## config.mk

```make
export PLATFORM = sky130hd
export DESIGN_NAME = sevenseg_scan
export DESIGN_NICKNAME = d
export VERILOG_FILES = /design/src/rtl/sevenseg_scan.sv
export SDC_FILE = /design/constraint.sdc
export NUM_CORES = 1
export LEC_CHECK = 0
export ABC_CLOCK_PERIOD_IN_PS = 3350
export BUFFER_PORTS_ARGS = -buffer_cell sky130_fd_sc_hd__clkbuf_2
export CAP_MARGIN = 25
export CORE_MARGIN = 3
export CORE_UTILIZATION = 25
export CTS_BUF_LIST = sky130_fd_sc_hd__clkbuf_8 sky130_fd_sc_hd__clkbuf_16
export DETAILED_ROUTE_END_ITERATION = 7
export PLACE_DENSITY_LB_ADDON = 0.05
export RECOVER_POWER = 100
export SETUP_SLACK_MARGIN = 0.1
export SLEW_MARGIN = 15
export SYNTH_ARGS = -nofsm -noshare
export SYNTH_HDL_FRONTEND = slang
export SYNTH_SLANG_ARGS = --single-unit
```

## constraint.sdc

```tcl
create_clock -name clk -period 3.35 [get_ports clk]
set_clock_uncertainty 0.1 [all_clocks]
set_input_delay 0.335 -clock clk [delete_from_list [all_inputs] [get_ports clk]]
set_output_delay 0.335 -clock clk [all_outputs]
set_load 0.01 [all_outputs]
```

## src/rtl/sevenseg_scan.sv

```systemverilog
// sevenseg_scan: multiplexed seven-segment driver with frame-aligned double-buffered updates
module sevenseg_scan #(
  parameter int DIGITS = 4,
  parameter int CLK_DIV = 50000,
  parameter int BLANK_CYC = 16,
  parameter int ACTIVE_LOW = 1
) (
  input  logic                  clk,
  input  logic                  rst,
  input  logic [4*DIGITS-1:0]   value_in,
  input  logic [DIGITS-1:0]     dp_in,
  input  logic [DIGITS-1:0]     blank_in,
  input  logic                  lz_en,
  input  logic                  load,
  output logic                  update_pending,
  output logic                  frame_pulse,
  output logic [7:0]            seg_out,
  output logic [DIGITS-1:0]     an_out
);
  localparam int CW = CLK_DIV > 1 ? $clog2(CLK_DIV) : 1;
  localparam int IW = DIGITS > 1 ? $clog2(DIGITS) : 1;
  localparam logic POL = ACTIVE_LOW != 0;
  localparam logic [6:0] LUT [16] = '{7'h3F, 7'h06, 7'h5B, 7'h4F, 7'h66, 7'h6D, 7'h7D, 7'h07,
                                      7'h7F, 7'h6F, 7'h77, 7'h7C, 7'h39, 7'h5E, 7'h79, 7'h71};
  logic [CW-1:0] cnt_q, cnt_d;
  logic [IW-1:0] idx_q, idx_d;
  logic [4*DIGITS-1:0] cv_q, cv_d, pv_q, pv_d;
  logic [DIGITS-1:0] cdp_q, cdp_d, cbl_q, cbl_d, pdp_q, pdp_d, pbl_q, pbl_d, an_q, an_d;
  logic clz_q, clz_d, plz_q, plz_d, upd_q, upd_d, fp_q, fp_d;
  logic [7:0] seg_q, seg_d;
  logic tick, wrap, commit, hi_zero, dark, on;
  logic [3:0] nib;
  // Scan sequencing, buffer transfer and output decode from the current (pre-edge) state
  always_comb begin
    tick = cnt_q == CW'(CLK_DIV - 1);
    wrap = tick && idx_q == IW'(DIGITS - 1);
    commit = wrap && upd_q;
    cnt_d = tick ? '0 : cnt_q + 1'b1;
    idx_d = wrap ? '0 : tick ? idx_q + 1'b1 : idx_q;
    cv_d = commit ? pv_q : cv_q;
    cdp_d = commit ? pdp_q : cdp_q;
    cbl_d = commit ? pbl_q : cbl_q;
    clz_d = commit ? plz_q : clz_q;
    pv_d = load ? value_in : pv_q;
    pdp_d = load ? dp_in : pdp_q;
    pbl_d = load ? blank_in : pbl_q;
    plz_d = load ? lz_en : plz_q;
    upd_d = load || (upd_q && !wrap);
    fp_d = wrap;
    nib = cv_q[4*idx_q +: 4];
    hi_zero = (cv_q >> (4*idx_q)) == '0;
    dark = cbl_q[idx_q] || (clz_q && hi_zero && idx_q != '0);
    on = 32'(cnt_q) >= BLANK_CYC;
    seg_d = {8{POL}} ^ (dark || !on ? 8'h00 : {cdp_q[idx_q], LUT[nib]});
    an_d = {DIGITS{POL}} ^ (on ? DIGITS'(1) << idx_q : '0);
  end
  // State and registered pin outputs; reset discards both buffers and parks pins dark
  always_ff @(posedge clk) begin
    if (rst) begin
      cnt_q <= '0;
      idx_q <= '0;
      cv_q <= '0;
      cdp_q <= '0;
      cbl_q <= '0;
      clz_q <= 1'b0;
      pv_q <= '0;
      pdp_q <= '0;
      pbl_q <= '0;
      plz_q <= 1'b0;
      upd_q <= 1'b0;
      fp_q <= 1'b0;
      seg_q <= {8{POL}};
      an_q <= {DIGITS{POL}};
    end else begin
      cnt_q <= cnt_d;
      idx_q <= idx_d;
      cv_q <= cv_d;
      cdp_q <= cdp_d;
      cbl_q <= cbl_d;
      clz_q <= clz_d;
      pv_q <= pv_d;
      pdp_q <= pdp_d;
      pbl_q <= pbl_d;
      plz_q <= plz_d;
      upd_q <= upd_d;
      fp_q <= fp_d;
      seg_q <= seg_d;
      an_q <= an_d;
    end
  end
  assign update_pending = upd_q;
  assign frame_pulse = fp_q;
  assign seg_out = seg_q;
  assign an_out = an_q;
endmodule

```

==> impl_metrics.py, run 1 <==
metrics = {
    "logic_synthesis": {
        "yosysTopAreaCell": "dfxtp_1",
        "synthAdderAreaFrac_pct": 4.36,
        "synth_area_sq_um": 3440,
        "synthArstFlopShare_pct": 0,
        "ys.warnings.count": 0,
        "synth_seq_cells": 82,
        "synth_compound_area_share_pct": 8.33,
        "synthCells": 381,
        "ys_top_cells_by_area": "dfxtp_1 48%, mux2i_1 8.1%, nand2_1 7.9%",
        "avgSynthCellArea_sq_um": 9.03,
        "yosysSeqAreaShare_pct": 47.7,
        "synth_cell_types": 40,
        "yosys.area_share.simple_pct": 20.2,
        "synth_top_area_share_pct": 47.7,
        "synth_nets": 421,
        "synthFlopType": "dfxtp_1",
        "synth_edf_count": 0,
        "synth_mux_area_share_pct": 11.7,
        "synthXorXnorAreaFrac_pct": 3.56,
        "synth_top_family_by_area": "simple AND/OR/NAND/NOR gates",
    },
    "detailed_routing": {
        "drt_pass1_iterations": 4,
        "drt_iter0_drc": 126,
        "drc_errors": 0,
        "viasPerCell": 4.39,
        "wl_mm": 8.41,
        "vias": 2630,
        "postRouteAntennaNets": 0,
        "wl_per_cell_microns": 14.0,
    },
    "cts": {
        "post_cts_resized": 0,
        "htreeDepth": 3,
        "clockBufferDepth": 2,
        "cts_tree": "yes",
        "insertion_delay_ns": 0.34,
        "post_cts_buffers": 0,
        "postCtsHoldBufs": 0,
        "clockRootBuffer": "clkbuf_16",
        "cts.clk_slew.worst_paths_ns": 0.06,
        "cts_buffers": 9,
        "cts.sinks": 82,
    },
    "timing": {
        "min_period_ns": 2.58,
        "finalHoldViolCount": 0,
        "maxSlewViolCount": 27,
        "final-setup-viol-count": 0,
        "rsz0062_at_grt": "no",
        "relSlewSlack_pct": -36.1,
        "fmax_mhz": 387,
        "worst_slew_pin_slew_ns": 2.04,
        "setup_ws_ns": 0.769,
        "tns_ns": 0,
        "post-route-period-util_pct": 77.0,
    },
    "placed_design": {
        "io_buffer_count": 41,
        "hpwlAfterDp_mm": 5.70,
        "post-place-ws_ns": 0.749,
        "dpl.cell_count": 583,
        "routabilityCongestion": 0.740,
    },
    "final_layout": {
        "layout-drive-gt1-share_pct": 12.3,
        "area_delta_synth_final_pct": 18.3,
        "final_cell_count_no_fill": 599,
        "fin_nets": 458,
        "final_util_pct": 30.5,
        "diodes": 0,
    },
    "global_routing": {
        "grt_pass1_vias": 2571,
        "gr-usage-all-layers_pct": 11.9,
        "gr-total-overflow": 0,
        "antenna_found_initial": 0,
        "grt_start_max_net_pins": 57,
        "grt_pass1_wl_mm": 13.7,
    },
    "die": {
        "die_y_microns": 123,
        "die_w_microns": 123,
        "num_rows": 42,
        "die_area_sq_um": 15200,
        "io_pins": 42,
        "initial_utilization_pct": 25.8,
        "core-area_sq_um": 13300,
    },
    "critical_path": {
        "cp_cell_sequence": "mux4_2, inv_1, ha_1, nand2_1, a2111oi_0, o21ai_0, o311a_1, o211ai_1",
        "critPathKind": "reg2reg",
        "startpoint_type": "flop",
        "cp_data_arrival_time_ns": 2.74,
        "cp_slowest_cell": "mux4_2",
        "r2r_slack_ns": 0.77,
        "critPathMaxStageDelay_ns": 0.58,
        "crit_start": "idx_q[0]",
        "r2r_start": "idx_q[0]",
        "crit_end": "seg_out[1]",
        "reg2reg_depth": 8,
        "critPathMaxFanout": 8,
        "rr_endpoint": "seg_out[1]",
        "cp-end-kind": "flop",
        "worstPathRequired_ns": 3.51,
    },
    "power_and_ir_drop": {
        "p_total_mw": 2.02,
        "power.density_nw_per_um2": 497,
        "peakVddDrop_mv": 0.283,
        "p_leak_nw": 1.54,
    },
    "worst_hold_path": {
        "worstHoldPathType": "in2reg",
    },
    "outcome": {
        "failed_checks": "capacitance limit, slew limit",
        "status": "finished with violations",
    },
    "job": {
        "maxCapViolCount": 1,
    },
}
==> layout make-up <==
type	count	area [sq um]
well taps	176	220
repair buffers	46	224
clock buffers	12	267
clock inverters	4	17.5
fillers	1464	9280
multi-input cells	267	1650
flip-flops and latches	82	1640
inverters	12	45.0
==> layer usage <==
layer  vias up  track usage (%)  share of wire, %
li1       1357                -                 -
met1      1215             15.9                49
met2        47             17.3                44
met3        11             4.71               4.6
met4         0             4.50               2.4
met5         -                0                 0
==> metrics by stage <==
step	hold WS, ns	cell area (sq um)
6_report	0.135	4070
5_1_grt	0.131	4070
4_1_cts	0.122	4090
3_5_place_dp	0.346	3810
3_3_place_gp	0.340	3810
2_1_floorplan	0.326	3440
==> registers in the layout, summed over array words and instances (netlist names), 2 cells and up <==
name / flops
cnt_q: 16
cv_q: 16
pv_q: 16
seg_out: 8
an_out: 4
cbl_q: 4
cdp_q: 4
pbl_q: 4
pdp_q: 4
idx_q: 2
==> synthesized netlist by cell type, drive strengths merged (2+ instances only) <==
library cell and number:
mux4 5, dfxtp 82, xor2 7, nand4 5, nor2 50, o21ai 4
clkbuf 11, inv 12, or3 2, nor3 6, a21oi 30, nand3 12
buf 9, o211ai 5, and3 3, ha 12, nor4 2, mux2i 28
nand2 72, and4 2, xnor2 7
==> power by group <==
part	leakage (nW)	total [mW]	internal [mW]	switching, mW
Sequential	0.667	1.01	0.997	0.0129
Clock	0.151	0.936	0.555	0.381
Combinational	0.718	0.0763	0.0359	0.0404
Total	1.54	2.02	1.59	0.435
==> cell usage in the layout, fill, tap and decap left out, types with 3 or more instances in the layout <==
| cell type | count |
|---|---|
| nand2_1 | 72 |
| nor3_1 | 6 |
| nand3_1 | 12 |
| nand4_1 | 5 |
| mux2i_1 | 28 |
| clkbuf_16 | 9 |
| a21oi_1 | 30 |
| mux4_2 | 5 |
| o211ai_1 | 5 |
| clkbuf_8 | 3 |
| nor2_1 | 50 |
| xor2_1 | 7 |
| xnor2_1 | 7 |
| o21ai_0 | 4 |
| and3_1 | 3 |
| clkbuf_2 | 26 |
| dfxtp_1 | 82 |
| buf_4 | 5 |
| ha_1 | 12 |
| clkbuf_1 | 15 |
| inv_1 | 14 |
==> worst max-delay path, delay by kind of cell (launching register included) <==
family          cells  cell delay [ns]
fa+ha+maj           1             0.19
compound gates      4             1.04
simple gates        1             0.06
mux                 1             0.58
flops               1             0.39
buf+inv             1             0.14
==> how the worst min path moves through the flow <==
stage | end | startpoint | slack [ns] | cells after the start
floorplan | cnt_q[0] | cnt_q[0] | 0.33 | 1
global placement | cnt_q[0] | cnt_q[0] | 0.34 | 1
detailed placement | cdp_q[1] | cdp_q[1] | 0.35 | 2
CTS | pv_q[15] | value_in[15] | 0.12 | 3
global route | pv_q[7] | value_in[7] | 0.13 | 3
finish | pv_q[15] | value_in[15] | 0.13 | 3
==> cells by family (layout without fill, tap and decap cells) <==
group,after synthesis,count (layout)
AND/OR/NAND/NOR,159,159
multiplexers,34,34
buffers and inverters,32,74
AO/OA/AOI/OAI,48,48
XOR/XNOR,14,14
adder cells (fa/ha/maj),12,12
flip-flops,82,82
Note: power is estimated with default switching activity, not from simulation.
==> run 2: changes to the inputs <==
- ABC_CLOCK_PERIOD_IN_PS: 3350 -> 2600
- clock period: 3.35 -> 2.6 ns (I/O delays scaled with it)
==> run 2 against run 1 <==
Effect of this change: the run still ends with capacitance limit, slew limit left; flip-flop and latch count stayed put; largest cell class unchanged; first-iteration DRC count is 4.8% lower; critical path depth did not move.
==> impl_metrics.py, run 2 (synthesized netlist as in run 1, its figures left out) <==
metrics = {
    "critical_path": {
        "critPathKind": "reg2reg",
        "cp_data_arrival_time_ns": 2.60,
        "crit_start": "idx_q[0]",
        "rr_endpoint": "seg_out[1]",
        "reg2reg_depth": 8,
        "r2r_start": "idx_q[0]",
        "r2r_slack_ns": 0.17,
        "critPathMaxFanout": 8,
        "startpoint_type": "flop",
        "crit_end": "seg_out[1]",
        "worstPathRequired_ns": 2.77,
        "cp-end-kind": "flop",
    },
    "placed_design": {
        "place_area_sq_um": 3840,
        "io_buffer_count": 41,
        "hpwlAfterDp_mm": 5.89,
        "routabilityCongestion": 0.759,
        "dpl.cell_count": 587,
        "post-place-ws_ns": 0.117,
    },
    "final_layout": {
        "layout-drive-gt1-share_pct": 13.5,
        "fin_nets": 464,
        "mostFrequentLayoutCells": "82 x dfxtp_1, 72 x nand2_1, 50 x nor2_1",
        "final_cell_count_no_fill": 605,
        "fin_area_sq_um": 4140,
        "final_util_pct": 31.0,
        "diodes": 0,
        "area_delta_synth_final_pct": 20.2,
        "largest_registers": "cnt_q (16), cv_q (16), pv_q (16)",
        "layout_commonest_cell": "dfxtp_1",
    },
    "timing": {
        "min_period_ns": 2.43,
        "fmax_mhz": 412,
        "post-route-period-util_pct": 93.4,
        "finalHoldViolCount": 0,
        "relSlewSlack_pct": -26.5,
        "maxSlewViolCount": 27,
        "setup_ws_ns": 0.171,
        "whs_ns": 0.0596,
        "worst_slew_pin_slew_ns": 1.90,
        "tns_ns": 0,
        "final-setup-viol-count": 0,
        "rsz0062_at_grt": "no",
    },
    "die": {
        "core-area_sq_um": 13300,
        "die_area_sq_um": 15200,
        "io_pins": 42,
        "die_w_microns": 123,
        "initial_utilization_pct": 25.8,
        "num_rows": 42,
        "die_y_microns": 123,
    },
    "global_routing": {
        "grt_pass1_vias": 2706,
        "grt_pass1_wl_mm": 14.1,
        "gr-usage-all-layers_pct": 12.2,
        "antenna_found_initial": 0,
        "gr-total-overflow": 0,
        "grt_start_max_net_pins": 57,
    },
    "detailed_routing": {
        "wl_per_cell_microns": 14.2,
        "drc_errors": 0,
        "postRouteAntennaNets": 0,
        "wl_mm": 8.57,
        "viasPerCell": 4.42,
        "drt_pass1_iterations": 4,
        "drt_iter0_drc": 120,
        "vias": 2676,
    },
    "cts": {
        "cts.clk_slew.worst_paths_ns": 0.06,
        "clockRootBuffer": "clkbuf_16",
        "clockBufferDepth": 2,
        "htreeDepth": 3,
        "insertion_delay_ns": 0.34,
        "cts_buffers": 9,
        "cts_tree": "yes",
        "cts.sinks": 82,
    },
    "power_and_ir_drop": {
        "peakVddDrop_mv": 0.260,
        "p_total_mw": 2.68,
        "power.density_nw_per_um2": 648,
        "p_leak_nw": 1.57,
    },
    "outcome": {
        "status": "finished with violations",
        "failed_checks": "capacitance limit, slew limit",
    },
    "worst_hold_path": {
        "worstHoldPathType": "in2reg",
    },
    "job": {
        "maxCapViolCount": 1,
    },
}
-- run 2: timing repair --
| action | in CTS | in global routing |
|---|---|---|
| gates resized for setup | 0 | 3 |
| hold buffers | 0 | 0 |
| hold endpoints to repair | 0 | 0 |
| endpoints found under the setup margin | 0 | 8 |
| buffers inserted | 0 | 2 |
-- run 2: power by group --
part / switching [mW] / internal [mW]
Combinational: 0.0516 / 0.0465
Sequential: 0.0174 / 1.28
Clock: 0.494 / 0.784
-- run 2: worst min path at each step --
stage           endpoint    startpoint  cells past startpoint  slack, ns
6_report        pv_q[12]  value_in[12]                      3       0.06
5_1_grt         pv_q[13]  value_in[13]                      3       0.05
4_1_cts         pv_q[12]  value_in[12]                      3       0.05
3_5_place_dp    cdp_q[2]      cdp_q[2]                      2       0.35
3_3_place_gp    cnt_q[0]      cnt_q[0]                      1       0.34
2_1_floorplan  an_out[2]           rst                      2       0.30
-- run 2: cell type report --
type / count / area (sq um)
clock inverter: 5 / 46.3
tap: 176 / 220
clock buffer: 11 / 253
sequential: 82 / 1640
multi-input combinational: 267 / 1670
inverter: 12 / 45.0
fill: 1462 / 9210
timing repair buffer: 52 / 263
-- run 2: per-layer routing --
layer / share of wire (%) / global-route usage, %
met1: 50 / 16.3
met2: 43 / 18.1
met3: 4.6 / 4.44
met4: 1.9 / 4.36
met5: 0 / 0
-- run 2: critical path, cell delays in order, from the launching register on --
cell and delay, ns:
dfxtp_1 0.39, mux4_2 0.56, inv_1 0.14, ha_1 0.19
nand2_1 0.06, a2111oi_1 0.23, o21ai_0 0.20, o311a_4 0.39
o211ai_1 0.09
==> run 3: changes to the inputs <==
- ABC_CLOCK_PERIOD_IN_PS: 2600 -> 2800
- TNS_END_PERCENT: unset -> 5
- clock period: 2.6 -> 2.8 ns (I/O delays scaled with it)
==> run 3 against run 2 <==
Effect of this change: the run still ends with capacitance limit, slew limit left; critical path type unchanged; highest routed layer unchanged; cell area is 1.1% lower; routed wire length down 1.3%; global-route usage is 0.11 points higher.
==> impl_metrics.py, run 3 (synthesized netlist as in run 1, its figures left out) <==
metrics = {
    "power_and_ir_drop": {
        "power.density_nw_per_um2": 599,
        "p_comb_share_pct": 3.7,
        "p_leak_nw": 1.55,
        "switching_power_uw": 516,
        "swShare_pct": 21.1,
        "peakVddDrop_mv": 0.377,
        "clockPowerShare_pct": 47.0,
        "p_total_mw": 2.45,
        "p_int_mw": 1.94,
        "pwr-share-seq_pct": 49.3,
    },
    "critical_path": {
        "critPathMaxFanout": 8,
        "critPathKind": "reg2reg",
        "worstPathRequired_ns": 2.96,
        "startpoint_type": "flop",
        "cp-end-kind": "flop",
        "cp_data_arrival_time_ns": 2.65,
    },
    "global_routing": {
        "grt_start_max_net_pins": 56,
        "gr-total-overflow": 0,
        "antenna_found_initial": 0,
        "grt_pass1_vias": 2755,
        "grt_pass1_wl_mm": 14.2,
        "gr-usage-all-layers_pct": 12.3,
    },
    "timing": {
        "tns_ns": 0,
        "rsz0062_at_grt": "no",
        "min_period_ns": 2.50,
        "worst_slew_pin_slew_ns": 1.97,
        "maxSlewViolCount": 27,
        "fmax_mhz": 400,
        "finalHoldViolCount": 0,
        "post-route-period-util_pct": 89.2,
        "final-setup-viol-count": 0,
        "relSlewSlack_pct": -31.0,
    },
    "detailed_routing": {
        "drc_errors": 0,
        "vias": 2640,
        "wl_per_cell_microns": 14.1,
        "drt_iter0_drc": 110,
        "viasPerCell": 4.39,
        "drt_pass1_iterations": 4,
        "postRouteAntennaNets": 0,
        "wl_mm": 8.46,
    },
    "final_layout": {
        "mostFrequentLayoutCells": "82 x dfxtp_1, 72 x nand2_1, 50 x nor2_1",
        "layout_commonest_cell": "dfxtp_1",
        "largest_registers": "cnt_q (16), cv_q (16), pv_q (16)",
        "area_delta_synth_final_pct": 18.9,
        "layout-drive-gt1-share_pct": 12.4,
        "diodes": 0,
        "fin_nets": 462,
        "final_util_pct": 30.7,
    },
    "outcome": {
        "failed_checks": "capacitance limit, slew limit",
        "status": "finished with violations",
    },
    "die": {
        "initial_utilization_pct": 25.8,
        "num_rows": 42,
        "die_y_microns": 123,
        "die_area_sq_um": 15200,
        "core-area_sq_um": 13300,
        "die_w_microns": 123,
        "io_pins": 42,
    },
    "cts": {
        "clockRootBuffer": "clkbuf_16",
        "htreeDepth": 3,
        "clockBufferDepth": 2,
        "cts.clk_slew.worst_paths_ns": 0.06,
        "cts_buffers": 9,
        "cts.sinks": 82,
        "post_cts_resized": 0,
        "cts_tree": "yes",
        "insertion_delay_ns": 0.34,
    },
    "worst_hold_path": {
        "worstHoldPathType": "in2reg",
    },
    "placed_design": {
        "io_buffer_count": 41,
        "hpwlAfterDp_mm": 5.89,
        "routabilityCongestion": 0.804,
    },
    "job": {
        "maxCapViolCount": 1,
    },
}
==> run 3: cell count changes in the layout (fill, tap and decap cells not counted) <==
cell       before  now
clkbuf_8        2    1
o311a_1         0    1
clkinv_2        1    2
o311a_4         1    0
a2111oi_0       0    1
clkbuf_1       16   17
inv_2           1    0
buf_4           9    6
a2111oi_1       1    0
==> run 3: worst paths after layout <==
kind	startpoint	endpoint	slack (ns)	cells after the start
max	idx_q[0]	seg_out[6]	0.30	8
min	value_in[7]	pv_q[7]	0.07	3
max reg2reg	idx_q[0]	seg_out[6]	0.30	8
min reg2reg	cv_q[0]	cv_q[0]	0.35	2
==> run 3: power groups by stage <==
| stage | clock network [mW] | registers (mW) | logic [mW] |
|---|---|---|---|
| finish | 1.15 | 1.21 | 0.0914 |
| global route | 1.25 | 1.21 | 0.106 |
| CTS | 1.21 | 1.21 | 0.0940 |
| detailed placement | 0 | 1.23 | 0.0935 |
| global placement | 0 | 1.23 | 0.0914 |
| floorplan | 0 | 1.23 | 0.0593 |
==> run 3: layer usage <==
metal | vias to the layer above | track usage (%) | wire length (microns)
li1 | 1373 | - | -
met3 | 8 | 4.30 | 349
met2 | 39 | 18.7 | 3790
met1 | 1220 | 16.6 | 4220
met5 | - | 0 | 0
met4 | 0 | 3.53 | 97
==> run 3: layout make-up <==
type                       instances  area, sq um
fill                            1471         9260
multi-input combinational        267         1650
sequential                        82         1640
timing repair buffer              50          244
clock buffer                      10          239
tap                              176          220
clock inverter                     5         47.5
inverter                          12         45.0
==> run 3: worst max-delay path, stage by stage (launching register included) <==
cell and delay (ns):
dfxtp_1 0.39, mux4_2 0.58, inv_1 0.16, ha_1 0.19, nand2_1 0.06, a2111oi_0 0.25, o21ai_0 0.14, o311a_1 0.42
o221ai_1 0.13
==> run 3: timing repair <==
item	4_1_cts	5_1_grt
endpoints found under the setup margin	0	8
buffers inserted	0	1
hold buffers	0	0
==> run 3: through the flow <==
step | setup WS [ns] | hold slack, ns | instance area, sq um | cells
6_report | 0.302 | 0.0738 | 4090 | 602
5_1_grt | 0.0975 | 0.0866 | 4090 | 602
4_1_cts | 0.194 | 0.0617 | 4120 | 601
3_5_place_dp | 0.198 | 0.347 | 3830 | 586
3_3_place_gp | 0.247 | 0.340 | 3830 | 586
2_1_floorplan | 0.116 | 0.322 | 3440 | 381
